`src/rtl/lrshift_pkg.sv`:
```
// Shared constants for the lrshift family: FSM encodings, shift direction
// codes and default widths.
package lrshift_pkg;

  localparam int WIDTH_DEFAULT = 4;
  localparam int CNT_W_DEFAULT = 3;

  typedef logic [1:0] state_t;

  localparam state_t ST_IDLE  = 2'd0;
  localparam state_t ST_SHIFT = 2'd1;
  localparam state_t ST_DONE  = 2'd2;

  localparam logic DIR_LEFT  = 1'b0;
  localparam logic DIR_RIGHT = 1'b1;

endpackage

```
`src/rtl/lrshift_feeder_if.sv`:
```
// Bundle of the upstream word handshake and the serial drive toward
// lrshifter. master = stimulus/control side, slave = the feeder.
interface lrshift_feeder_if #(
  parameter int WIDTH = 4,
  parameter int CNT_W = 3
);
  logic             in_valid;
  logic             in_ready;
  logic [WIDTH-1:0] in_data;
  logic             in_dir;
  logic [CNT_W-1:0] in_len;
  logic             load;
  logic             d;
  logic             direction;
  logic             busy;
  logic             done;

  modport master (
    output in_valid, in_data, in_dir, in_len,
    input  in_ready, load, d, direction, busy, done
  );

  modport slave (
    input  in_valid, in_data, in_dir, in_len,
    output in_ready, load, d, direction, busy, done
  );
endinterface

```
`src/rtl/lrshift_feeder.sv`:
```
// Serializes a parallel word into lrshifter's load/d/direction inputs,
// one bit per clock, so that the shifter holds the word after the last bit.
module lrshift_feeder
  import lrshift_pkg::*;
#(
  parameter int WIDTH = WIDTH_DEFAULT,
  parameter int CNT_W = CNT_W_DEFAULT
) (
  input  logic             clk,
  input  logic             reset,
  lrshift_feeder_if.slave  bus
);

  state_t           state_q, state_d;
  logic [CNT_W-1:0] cnt_q, cnt_d;
  logic [WIDTH-1:0] data_q, data_d;
  logic             dir_q, dir_d;
  logic [CNT_W-1:0] len_q, len_d;
  logic             load_q, load_d;
  logic             bit_q, bit_d;
  logic             direction_q, direction_d;
  logic             busy_q, busy_d;
  logic             done_q, done_d;
  logic             ready_q, ready_d;
  logic [CNT_W-1:0] eff_len;

  // Bit k of the transmit order: left sends MSB of the L-bit field first,
  // right sends bit 0 first.
  function automatic logic pick_bit(input logic [WIDTH-1:0] data,
                                    input logic             dir,
                                    input logic [CNT_W-1:0] len,
                                    input logic [CNT_W-1:0] k);
    logic [CNT_W-1:0] idx;
    logic             b;
    idx = (dir == DIR_RIGHT) ? k : (len - CNT_W'(1) - k);
    b = 1'b0;
    for (int i = 0; i < WIDTH; i++) begin
      if (idx == CNT_W'(i)) b = data[i];
    end
    return b;
  endfunction

  // Effective length: 0 or anything above WIDTH saturates to WIDTH.
  always_comb begin
    eff_len = bus.in_len;
    if (bus.in_len == '0 || bus.in_len > CNT_W'(WIDTH)) eff_len = CNT_W'(WIDTH);
  end

  // Next-state logic: accept in IDLE, stream L bits in SHIFT, pulse done once.
  always_comb begin
    state_d     = state_q;
    cnt_d       = cnt_q;
    data_d      = data_q;
    dir_d       = dir_q;
    len_d       = len_q;
    load_d      = load_q;
    bit_d       = bit_q;
    direction_d = direction_q;
    busy_d      = busy_q;
    done_d      = done_q;
    ready_d     = ready_q;
    case (state_q)
      ST_IDLE: begin
        ready_d = 1'b1;
        load_d  = 1'b0;
        if (bus.in_valid && ready_q) begin
          data_d      = bus.in_data;
          dir_d       = bus.in_dir;
          len_d       = eff_len;
          cnt_d       = CNT_W'(1);
          state_d     = ST_SHIFT;
          ready_d     = 1'b0;
          busy_d      = 1'b1;
          load_d      = 1'b1;
          direction_d = bus.in_dir;
          bit_d       = pick_bit(bus.in_data, bus.in_dir, eff_len, '0);
        end
      end
      ST_SHIFT: begin
        if (cnt_q == len_q) begin
          load_d  = 1'b0;
          bit_d   = 1'b0;
          done_d  = 1'b1;
          state_d = ST_DONE;
        end else begin
          bit_d = pick_bit(data_q, dir_q, len_q, cnt_q);
          cnt_d = cnt_q + CNT_W'(1);
        end
      end
      ST_DONE: begin
        done_d  = 1'b0;
        busy_d  = 1'b0;
        ready_d = 1'b1;
        state_d = ST_IDLE;
      end
      default: begin
        state_d = ST_IDLE;
        load_d  = 1'b0;
        bit_d   = 1'b0;
        busy_d  = 1'b0;
        done_d  = 1'b0;
        ready_d = 1'b0;
      end
    endcase
  end

  // State and output registers; reset aborts any word in flight.
  always_ff @(posedge clk or posedge reset) begin
    if (reset) begin
      state_q     <= ST_IDLE;
      cnt_q       <= '0;
      data_q      <= '0;
      dir_q       <= DIR_LEFT;
      len_q       <= '0;
      load_q      <= 1'b0;
      bit_q       <= 1'b0;
      direction_q <= DIR_LEFT;
      busy_q      <= 1'b0;
      done_q      <= 1'b0;
      ready_q     <= 1'b0;
    end else begin
      state_q     <= state_d;
      cnt_q       <= cnt_d;
      data_q      <= data_d;
      dir_q       <= dir_d;
      len_q       <= len_d;
      load_q      <= load_d;
      bit_q       <= bit_d;
      direction_q <= direction_d;
      busy_q      <= busy_d;
      done_q      <= done_d;
      ready_q     <= ready_d;
    end
  end

  assign bus.in_ready  = ready_q;
  assign bus.load      = load_q;
  assign bus.d         = bit_q;
  assign bus.direction = direction_q;
  assign bus.busy      = busy_q;
  assign bus.done      = done_q;

endmodule

```
`src/flat_wrapper.sv`:
```
// flat-port wrapper written by rule: the top's interface ports become plain ports
module lrshift_feeder_flat import lrshift_pkg::*;
#(
  parameter int WIDTH = WIDTH_DEFAULT,
  parameter int CNT_W = CNT_W_DEFAULT
)
  (clk, reset, bus_in_valid, bus_in_data, bus_in_dir, bus_in_len, bus_in_ready, bus_load, bus_d, bus_direction, bus_busy, bus_done);
  lrshift_feeder_if #(.WIDTH(WIDTH), .CNT_W(CNT_W)) bus_i ();
  input  logic clk;
  input  logic reset;
  input wire logic [$bits(bus_i.in_valid)-1:0] bus_in_valid;
  input wire logic [$bits(bus_i.in_data)-1:0] bus_in_data;
  input wire logic [$bits(bus_i.in_dir)-1:0] bus_in_dir;
  input wire logic [$bits(bus_i.in_len)-1:0] bus_in_len;
  output wire logic [$bits(bus_i.in_ready)-1:0] bus_in_ready;
  output wire logic [$bits(bus_i.load)-1:0] bus_load;
  output wire logic [$bits(bus_i.d)-1:0] bus_d;
  output wire logic [$bits(bus_i.direction)-1:0] bus_direction;
  output wire logic [$bits(bus_i.busy)-1:0] bus_busy;
  output wire logic [$bits(bus_i.done)-1:0] bus_done;
  assign bus_i.in_valid = bus_in_valid;
  assign bus_i.in_data = bus_in_data;
  assign bus_i.in_dir = bus_in_dir;
  assign bus_i.in_len = bus_in_len;
  assign bus_in_ready = bus_i.in_ready;
  assign bus_load = bus_i.load;
  assign bus_d = bus_i.d;
  assign bus_direction = bus_i.direction;
  assign bus_busy = bus_i.busy;
  assign bus_done = bus_i.done;
  lrshift_feeder #(.WIDTH(WIDTH), .CNT_W(CNT_W)) u_core (.clk(clk), .reset(reset), .bus(bus_i));
endmodule
```
`config.mk`:
```
export PLATFORM = sky130hd
export DESIGN_NAME = lrshift_feeder_flat
export DESIGN_NICKNAME = d
export VERILOG_FILES = /design/src/rtl/lrshift_pkg.sv /design/src/rtl/lrshift_feeder_if.sv /design/src/rtl/lrshift_feeder.sv /design/src/flat_wrapper.sv
export SDC_FILE = /design/constraint.sdc
export NUM_CORES = 1
export LEC_CHECK = 0
export BUFFER_PORTS_ARGS = -buffer_cell sky130_fd_sc_hd__buf_4
export CORE_MARGIN = 4
export CORE_UTILIZATION = 45
export DETAILED_ROUTE_END_ITERATION = 6
export MAX_ROUTING_LAYER = met4
export PLACE_DENSITY = 0.66
export SLEW_MARGIN = 20
export SYNTH_ARGS = -nofsm -noshare
export SYNTH_HDL_FRONTEND = slang
export SYNTH_SLANG_ARGS = --single-unit
```
`constraint.sdc`:
```
create_clock -name clk -period 2.05 [get_ports clk]
set_clock_uncertainty 0.1 [all_clocks]
set_input_delay 0.5125 -clock clk [delete_from_list [all_inputs] [get_ports clk]]
set_output_delay 0.5125 -clock clk [all_outputs]
set_load 0.02 [all_outputs]
```
# Word level (Yosys, flattened, before mapping)
# Cells that the tools add are included.
# W data, S select, Z words.
totals:
  register_bits: 18
  output_inout_bits: 6
  word_cells: 73
  input_bits: 11
classes:
  reduce_logical: 14
  n_eq_ne: 12
  add_sub_neg: 4
  n_bitwise: 3
  mux: 29
  n_lt_le_gt_ge: 1
op_table:
  columns: ["operator", "n"]
  rows:
  - ["$mux W1", 15]
  - ["$mux W3", 5]
  - ["$eq A3 B2 Y1 const B", 4]
  - ["$reduce_and A2 Y1", 6]
  - ["$logic_not A3 Y1", 3]
  - ["$pmux W1 S3", 3]
  - ["$eq A3 B1 Y1 const B", 2]
  - ["$pmux W3 S2", 1]
  - ["$sub A3 B1 Y3 const B", 2]
  - ["$mux W2", 2]
  - ["$ne A2 B1 Y1 const B", 2]
  - ["$pmux W1 S2", 2]
  - ["$pmux W2 S2", 1]
  - ["$add A3 B1 Y3 const B", 1]
  - ["$eq A3 B3 Y1", 1]
  - ["$gt A3 B3 Y1 const B", 1]
  - ["$not A1 Y1", 3]
  - ["$reduce_and A3 Y1", 1]
  - ["$sub A3 B3 Y3", 1]
  - ["$eq A2 B1 Y1 const B", 1]
  - ["$eq A2 B2 Y1 const B", 1]
  - ["$logic_not A2 Y1", 1]
  - ["$ne A2 B2 Y1 const B", 1]
  - ["$reduce_bool A2 Y1", 1]
  - ["other kinds (2)", 2]

# Logic depth before layout (Yosys ltp)
# Gate-level depths: netlist of the first run.
depth:
  word_depth: 12
  ltp_mapped: 8
  ltp_nobuf: 8

# Worst setup path after synthesis of the first run
# OpenSTA, ideal clock, no wires.
synth_timing:
  path_type: "input to register"
  startpoint: "input bus_in_len[0]"
  endpoint: "register u_core.bit_q, in the netlist u_core.bus.d"
  required_time_ns: 1.818
  stages: 7
  setup_ns: 0.132
  path_slack_ns: -0.181
  arrival_ns: 1.999
  path_buffers: 0
  cell_sequence: "or2_2 ha_1 nand2b_1 ha_1 o31a_1 a21oi_1 o211ai_1"
synth_via:
  elab_chain_len: 12
  word_cells_on_any_way: 16
  classes_between: "add/sub: 1; order compare: 1; eq/ne: 3; mux: 8; reduce/logical: 3"
synth_rtl:
  columns: ["item", "line_no", "source"]
  rows:
  - ["start, declared", "flat_wrapper.sv:14", "input wire logic [$bits(bus_i.in_len)-1:0] bus_in_len;"]
  - ["$gt A3 B3 Y1 / $logic_not A3 Y1 (equally long branches)", "lrshift_feeder.sv:46", "if (bus.in_len == '0 || bus.in_len > CNT_W'(WIDTH)) eff_len = CNT_W'(WIDTH);"]
  - ["$logic_or A1 B1 Y1", "lrshift_feeder.sv:46", null]
  - ["$mux W3 *", "lrshift_feeder.sv:46", null]
  - ["$sub A3 B1 Y3 *", "lrshift_feeder.sv:35", "idx = (dir == DIR_RIGHT) ? k : (len - CNT_W'(1) - k);"]
  - ["$mux W3 *", "lrshift_feeder.sv:35", null]
  - ["$logic_not A3 Y1", "lrshift_feeder.sv:38", "if (idx == CNT_W'(i)) b = data[i];"]
  - ["$mux W1 (3 in series)", "lrshift_feeder.sv:38", null]
  - ["$mux W1 *", "lrshift_feeder.sv:38", null]
  - ["$mux W1 *", "lrshift_feeder.sv:66", "if (bus.in_valid && ready_q) begin"]
  - ["$pmux W1 S3 *", "lrshift_feeder.sv:62", "case (state_q)"]
  - ["end signal, assigned", "lrshift_feeder.sv:128", "bit_q <= bit_d;"]
  - ["end, declared", "lrshift_feeder.sv:20", "logic bit_q, bit_d;"]
# Every way passes the cells marked *; elsewhere a longest branch is shown, timed or not. The select of a mux whose other input is x is not followed.
# A chain may end at the register's enable or synchronous reset.

# Worst setup path in the final report of the first run
layout_timing:
  startpoint: "register u_core.len_q[0]"
  endpoint: "register u_core.bit_q, in the netlist u_core.bus.d"
layout_via:
  elab_chain_len: 10
  word_cells_on_any_way: 14
  classes_between: "add/sub: 2; eq/ne: 4; mux: 7; reduce/logical: 1"
layout_rtl:
  columns: ["item", "line_no", "source"]
  rows:
  - ["start, declared", "lrshift_feeder.sv:18", "logic [CNT_W-1:0] len_q, len_d;"]
  - ["start signal, assigned", "lrshift_feeder.sv:126", "len_q <= len_d;"]
  - ["$sub A3 B1 Y3", "lrshift_feeder.sv:35", null]
  - ["$sub A3 B3 Y3", "lrshift_feeder.sv:35", null]
  - ["$mux W3", "lrshift_feeder.sv:35", null]
  - ["$logic_not A3 Y1", "lrshift_feeder.sv:38", null]
  - ["$mux W1 (4 in series)", "lrshift_feeder.sv:38", null]
  - ["$mux W1 *", "lrshift_feeder.sv:80", "if (cnt_q == len_q) begin"]
  - ["$pmux W1 S3 *", "lrshift_feeder.sv:62", null]
# Every way passes the cells marked *; elsewhere a longest branch is shown, timed or not.

==> run summary, run 1 <==
Initial Util -> 48.3%
Relative slew margins -> 52.1%
CTS tree -> yes
Post-Synth Adder-Cell Area -> 8.54%
RSZ-0062 raised after global routing -> yes
Fin crit period -> 1.98 ns
Sw frac -> 41.1%
Initial antenna violation count -> 0
CTS root buf -> clkbuf_4
Buffers added on ports -> 16
Share of cells above drive strength 1 -> 27.5%
Peak VDD IR -> 0.733 mV
Synth Flop Type -> dfrtp_1
Asr flop ratio synth -> 100%
Diodes inserted -> 0
GRT Util Overall -> 17.6%
Clk pwr share -> 10.2%
Final worst path period share -> 96.8%
WP data arrival -> 2.06 ns
Hold Crit Class -> in2async
Post-synth EDFFs -> 0
Clock sinks -> 18
Skew-Pair Late Insertion Delay -> 0.29 ns
Fin Setup TNS -> 0 ns
Final Wtd Congestion -> 0.814
Post-Route Utilization -> 60.6%
Num CTS Buffers -> 3
Element type at the critical path end -> flip-flop
Die footprint -> 2960 um^2
Syn Area/Cell -> 9.77 um^2
Residual DRC -> 0
Comb pwr share -> 52.2%
Via count -> 758
Fin nets -> 139
Sequential Power Share -> 37.6%
Largest net degree at the start of global routing -> 19
Synth Area in XOR/XNOR -> 2.72%
Clock transition at path regs -> 0.10 ns
Wire per inst -> 14.2 um
Worst Max-Slew Pin Slew -> 0.718 ns
Syn Inst Count -> 99
Drt via density -> 5.16
Largest family of logic cells by synthesized area -> simple AND/OR/NAND/NOR gates
Seq/Total Area, Yosys -> 46.6%
Final Hold Fails -> 0
Grt ovf -> 0
Reg area -> 450 um^2
R2R Setup Slk -> 0.07 ns
Dpl hpwl -> 1620 um
Bufs on Longest Clock Path -> 2
Die Ht -> 54.4 um
First-pass DRT Iterations -> 4
Area growth syn-to-layout -> 25.5%
Slew Limit Fails -> 0
Nature of the critical path startpoint -> flip-flop
Sw Pwr -> 721 uW
Synth Register Bits -> 18
Worst Path Required -> 2.13 ns
Power per cell area -> 1450 nW/um^2
Synth Area in Simple Gates -> 19.4%
Cell Rows -> 16
WS Path Type -> reg2reg
F_max -> 504 MHz
Yosys warns -> 0
H-tree levels -> 1
Cell internal pwr -> 1030 uW
Status -> complete, no violations
Crit path max fanout -> 2
Core Footprint -> 2000 um^2
First-pass GRT wire length -> 3470 um
Die width -> 54.4 um
Max-cap violations -> 0
Power, Total -> 1750 uW
DRT Wirelength -> 2090 um
Filler Cells Inserted -> 190
Syn Nets -> 116
Post-synthesis compound-gate area fraction -> 13.5%
Number of global-route vias before repair -> 745
Setup Viol. Count Final -> 0
I/O pin total -> 17
Post-route ant nets -> 0
Mapped cell area -> 967 um^2
Yosys cell types -> 33
Multi-input logic area -> 527 um^2
Post-synthesis mux area share -> 5.43%
DRT iter0 DRCs -> 20
Static leakage -> 0.000597 uW
-- final timing paths --
kind | startpoint | endpoint | depth (start not counted)
worst max-delay path | u_core.len_q[0] | u_core.bus.d | 6
worst min-delay path | reset | u_core.bus.busy | 2
worst max register to register | u_core.len_q[0] | u_core.bus.d | 6
worst min register to register | u_core.data_q[0] | u_core.data_q[0] | 2
max in group asynchronous | reset | u_core.data_q[2] | 2
min in group clk | bus_in_data[0] | u_core.data_q[0] | 3
-- final cells by class --
cell class              instances  share of cell area, %
well taps                      27                   2.78
inverters                       6                   1.86
repair buffers                 21                   13.0
clock buffers                   3                   1.86
multi-input cells              72                   43.4
flip-flops and latches         18                   37.1
-- kinds of logic (layout without fill, tap and decap cells) --
group           Yosys count  after routing
buf+inv                   9             30
flops                    18             18
xor+xnor                  3              3
compound gates           21             21
mux                       4              4
fa+ha+maj                 6              6
simple gates             38             38
-- what timing repair did --
item / CTS / global route
gates resized for setup: 1 / 2
hold endpoints to repair: 0 / 0
pin swaps: 3 / 1
endpoints found under the setup margin: 1 / 1
setup buffers: 0 / 1
hold buffers: 0 / 0
gates cloned: 0 / 0
-- flip-flops by register name (all words and copies together) (netlist names) --
signal               count
u_core.data_q            4
u_core.state_q           2
u_core.bus.d             1
u_core.len_q             3
u_core.cnt_q             3
u_core.bus.load          1
u_core.bus.done          1
u_core.bus.busy          1
u_core.dir_q             1
u_core.bus.in_ready      1
-- cells in the final DEF (no fill, tap or decap), types with 3 or more instances in the layout --
cell,netlist,layout
nand2b_1,4,3
ha_4,0,3
a21oi_1,3,3
mux2i_1,3,3
clkbuf_4,0,3
o21ai_0,8,8
inv_1,6,5
buf_4,0,21
dfrtp_1,18,18
nand2_1,21,21
-- stage by stage --
stage,setup WS [ns],hold WS [ns],instances,instance area [um^2]
2_1_floorplan,0.0136,0.340,99,1000
3_3_place_gp,-0.137,0.356,143,1170
3_5_place_dp,-0.194,0.361,143,1170
4_1_cts,0.0238,0.242,146,1200
5_1_grt,-0.0377,0.275,147,1210
6_report,0.0660,0.228,147,1210
-- per-layer routing --
layer / track usage (%) / share of wire (%) / vias to the layer above
met3: 4.09 / 3.6 / 2
met5: - / 0 / -
met4: 7.47 / 0.67 / 0
met2: 28.1 / 50 / 15
met1: 21.1 / 45 / 359
li1: - / - / 382
-- Yosys cell counts, types with 2 or more instances --
| cell type | instances | share of area (%) |
|---|---|---|
| o21ai_0 | 8 | 4.1 |
| nand2b_1 | 4 | 2.6 |
| xor2_1 | 2 | 1.8 |
| a21oi_1 | 3 | 1.6 |
| mux2i_1 | 3 | 3.1 |
| buf_2 | 2 | 1.0 |
| nor2_1 | 2 | 0.78 |
| inv_1 | 6 | 2.3 |
| nand2_1 | 21 | 8.2 |
| nor2b_1 | 2 | 1.3 |
| dfrtp_1 | 18 | 47 |
| a31oi_1 | 2 | 1.3 |
| or3_1 | 2 | 1.3 |
| ha_1 | 5 | 6.5 |
-- power by group through the flow --
stage / clock, uW / sequential (uW) / combinational [uW]
2_1_floorplan: 0 / 671 / 590
4_1_cts: 182 / 654 / 891
5_1_grt: 199 / 683 / 1030
6_report: 179 / 660 / 915
3_3_place_gp: 0 / 656 / 848
3_5_place_dp: 0 / 662 / 881
-- critical path, stage by stage (launching register included) --
cell,delay (ns)
dfrtp_1,0.43
ha_4,0.17
fa_1,0.44
mux2i_1,0.18
mux4_2,0.32
nand4_1,0.13
o211ai_1,0.09
No activity file was read; power rests on OpenSTA's default activity.
==> inputs of run 2 (changes only) <==
Settings changed: SETUP_SLACK_MARGIN set to 0.3.
==> run 2 against run 1 <==
Register-to-register slack about the same. First-iteration DRC count down 15%. Combinational power increased by 6.7%. Worst setup slack lost 0.0071 ns. Total power is 3.5% higher. Routed wire length increased by 1.7%. Hold slack better by 0.0012 ns. Non-clock buffer count did not move. Highest routed layer unchanged.
==> run summary, run 2 (synthesis gave the netlist of run 1 again) <==
Grt ovf -> 0 (unchanged)
DRT Wirelength -> 2130 um (+1.7%)
Clock transition at path regs -> 0.10 ns (about the same)
Clk pwr share -> 9.8% (-0.4 points)
WS Path Type -> reg2reg
DRT iter0 DRCs -> 17 (-15%)
Nature of the critical path startpoint -> flip-flop
Element type at the critical path end -> flip-flop
Top Registers -> u_core.data_q (4), u_core.cnt_q (3), u_core.len_q (3)
Die Ht -> 54.4 um (unchanged)
Fin crit period -> 1.99 ns (+0.00710 ns)
Core Footprint -> 2000 um^2 (unchanged)
Fin nets -> 139 (unchanged)
WP data arrival -> 2.07 ns (about the same)
Worst Path Required -> 2.13 ns (about the same)
Sequential Power Share -> 36.5% (-1.1 points)
Largest register FFs -> 4 (unchanged)
Final Wtd Congestion -> 0.814 (unchanged)
Hold Crit Class -> in2async
Reg2reg path depth -> 6 (unchanged)
Fin Setup TNS -> 0 ns (unchanged)
Power per cell area -> 1480 nW/um^2 (+2.2%)
RSZ-0062 raised after global routing -> yes
Post-Route Utilization -> 61.4% (+0.75 points)
Static leakage -> 0.000599 uW (+0.24%)
Relative slew margins -> 52.1% (+0.058 points)
Status -> complete, no violations
Power, Total -> 1820 uW (+3.5%)
Drt via density -> 5.14 (-0.40%)
WL met2 -> 1080 um (+2.6%)
Num CTS Buffers -> 3 (unchanged)
Wire length on met1 -> 958 um (+0.95%)
Setup Viol. Count Final -> 0 (unchanged)
F_max -> 502 MHz (-0.36%)
Filler Cells Inserted -> 192 (+1.1%)
Initial Util -> 48.3% (unchanged)
First-pass GRT wire length -> 3460 um (-0.20%)
Wire per inst -> 14.5 um (+1.7%)
GRT Util Overall -> 17.5% (-0.059 points)
Bufs on Longest Clock Path -> 2 (unchanged)
Via count -> 755 (-0.40%)
Cell Rows -> 16 (unchanged)
FF-to-FF End -> u_core.bus.d
CTS root buf -> clkbuf_4
Metal3 WL -> 74 um (-2.6%)
Buffers added on ports -> 16 (unchanged)
Comb pwr share -> 53.7% (+1.5 points)
Share of cells above drive strength 1 -> 28.3% (+0.83 points)
Residual DRC -> 0 (unchanged)
Crit path max fanout -> 2 (unchanged)
R2R Setup Slk -> 0.06 ns (about the same)
Area growth syn-to-layout -> 27.0%
Cell internal pwr -> 1060 uW (+2.5%)
Clock sinks -> 18 (unchanged)
Sw Pwr -> 757 uW (+4.9%)
Number of global-route vias before repair -> 734 (-1.5%)
Dpl hpwl -> 1620 um (unchanged)
I/O pin total -> 17 (unchanged)
Most frequent cells in the layout -> nand2_1 (21), buf_4 (21), dfrtp_1 (18)
Die width -> 54.4 um (unchanged)
Peak VDD IR -> 0.732 mV (-0.13%)
Die footprint -> 2960 um^2 (unchanged)
Uppermost layer routed -> met4
Cts hold-fix bufs -> 0 (unchanged)
Worst Max-Slew Pin Slew -> 0.718 ns (-0.000863 ns)
Post-route ant nets -> 0 (unchanged)
Final Hold Fails -> 0 (unchanged)
Max-cap violations -> 0 (unchanged)
Sw frac -> 41.7% (+0.58 points)
Initial antenna violation count -> 0 (unchanged)
Slew Limit Fails -> 0 (unchanged)
H-tree levels -> 1 (unchanged)
Top reg by flops -> u_core.data_q
First-pass DRT Iterations -> 4 (unchanged)
Diodes inserted -> 0 (unchanged)
Skew-Pair Late Insertion Delay -> 0.29 ns (about the same)
CTS tree -> yes
Final worst path period share -> 97.1% (+0.35 points)
Critical R2R Launch -> u_core.len_q[0]
Largest net degree at the start of global routing -> 19 (unchanged)
==> run 2: metrics by stage <==
step	hold slack, ns	worst slack, ns	instances	cell area (um^2)
after detailed placement	0.361	-0.194	143	1170
after floorplan	0.340	0.0136	99	1000
after global placement	0.356	-0.137	143	1170
after CTS	0.242	0.0363	146	1200
after global routing	0.275	-0.0377	147	1230
final	0.229	0.0589	147	1230
==> run 2: power by group through the flow <==
stage,logic [uW],registers [uW],clock network [uW]
CTS,909,656,182
finish,976,662,177
detailed placement,881,662,0
floorplan,590,671,0
global placement,848,656,0
global route,1090,685,199
==> run 2: cell type report <==
type / count / area (um^2) / area share (%)
Multi-Input combinational cell: 72 / 542 / 44.1
Sequential cell: 18 / 450 / 36.7
Inverter: 6 / 22.5 / 1.83
Tap cell: 27 / 33.8 / 2.75
Timing Repair Buffer: 21 / 158 / 12.8
Clock buffer: 3 / 22.5 / 1.83
==> run 2: routing by layer <==
metal	vias up	GRT usage [%]
met4	0	7.47
met1	353	21.5
met2	17	27.5
li1	383	-
met5	-	-
met3	2	4.09
==> run 2: repair_timing <==
| action | 4_1_cts | 5_1_grt |
|---|---|---|
| setup endpoints to repair | 2 | 2 |
| buffers inserted | 0 | 1 |
| pin swaps | 3 | 1 |
| resized for setup | 3 | 2 |
==> run 2: how the worst max path moves through the flow <==
| stage | slack [ns] | to | from |
|---|---|---|---|
| after global placement | -0.14 | u_core.bus.d | bus_in_len[0] |
| after floorplan | 0.01 | u_core.bus.d | bus_in_len[0] |
| after CTS | 0.04 | u_core.bus.d | u_core.cnt_q[0] |
| after global routing | -0.04 | u_core.bus.d | u_core.len_q[0] |
| final | 0.06 | u_core.bus.d | u_core.len_q[0] |
| after detailed placement | -0.19 | u_core.bus.d | bus_in_len[0] |
==> run 2: critical path, cell delays in order, from the launching register on <==
cell and delay (ns):
dfrtp_1 0.43, ha_4 0.18, fa_1 0.44, mux2i_1 0.19
mux4_2 0.32, nand4_1 0.13, o211ai_1 0.09
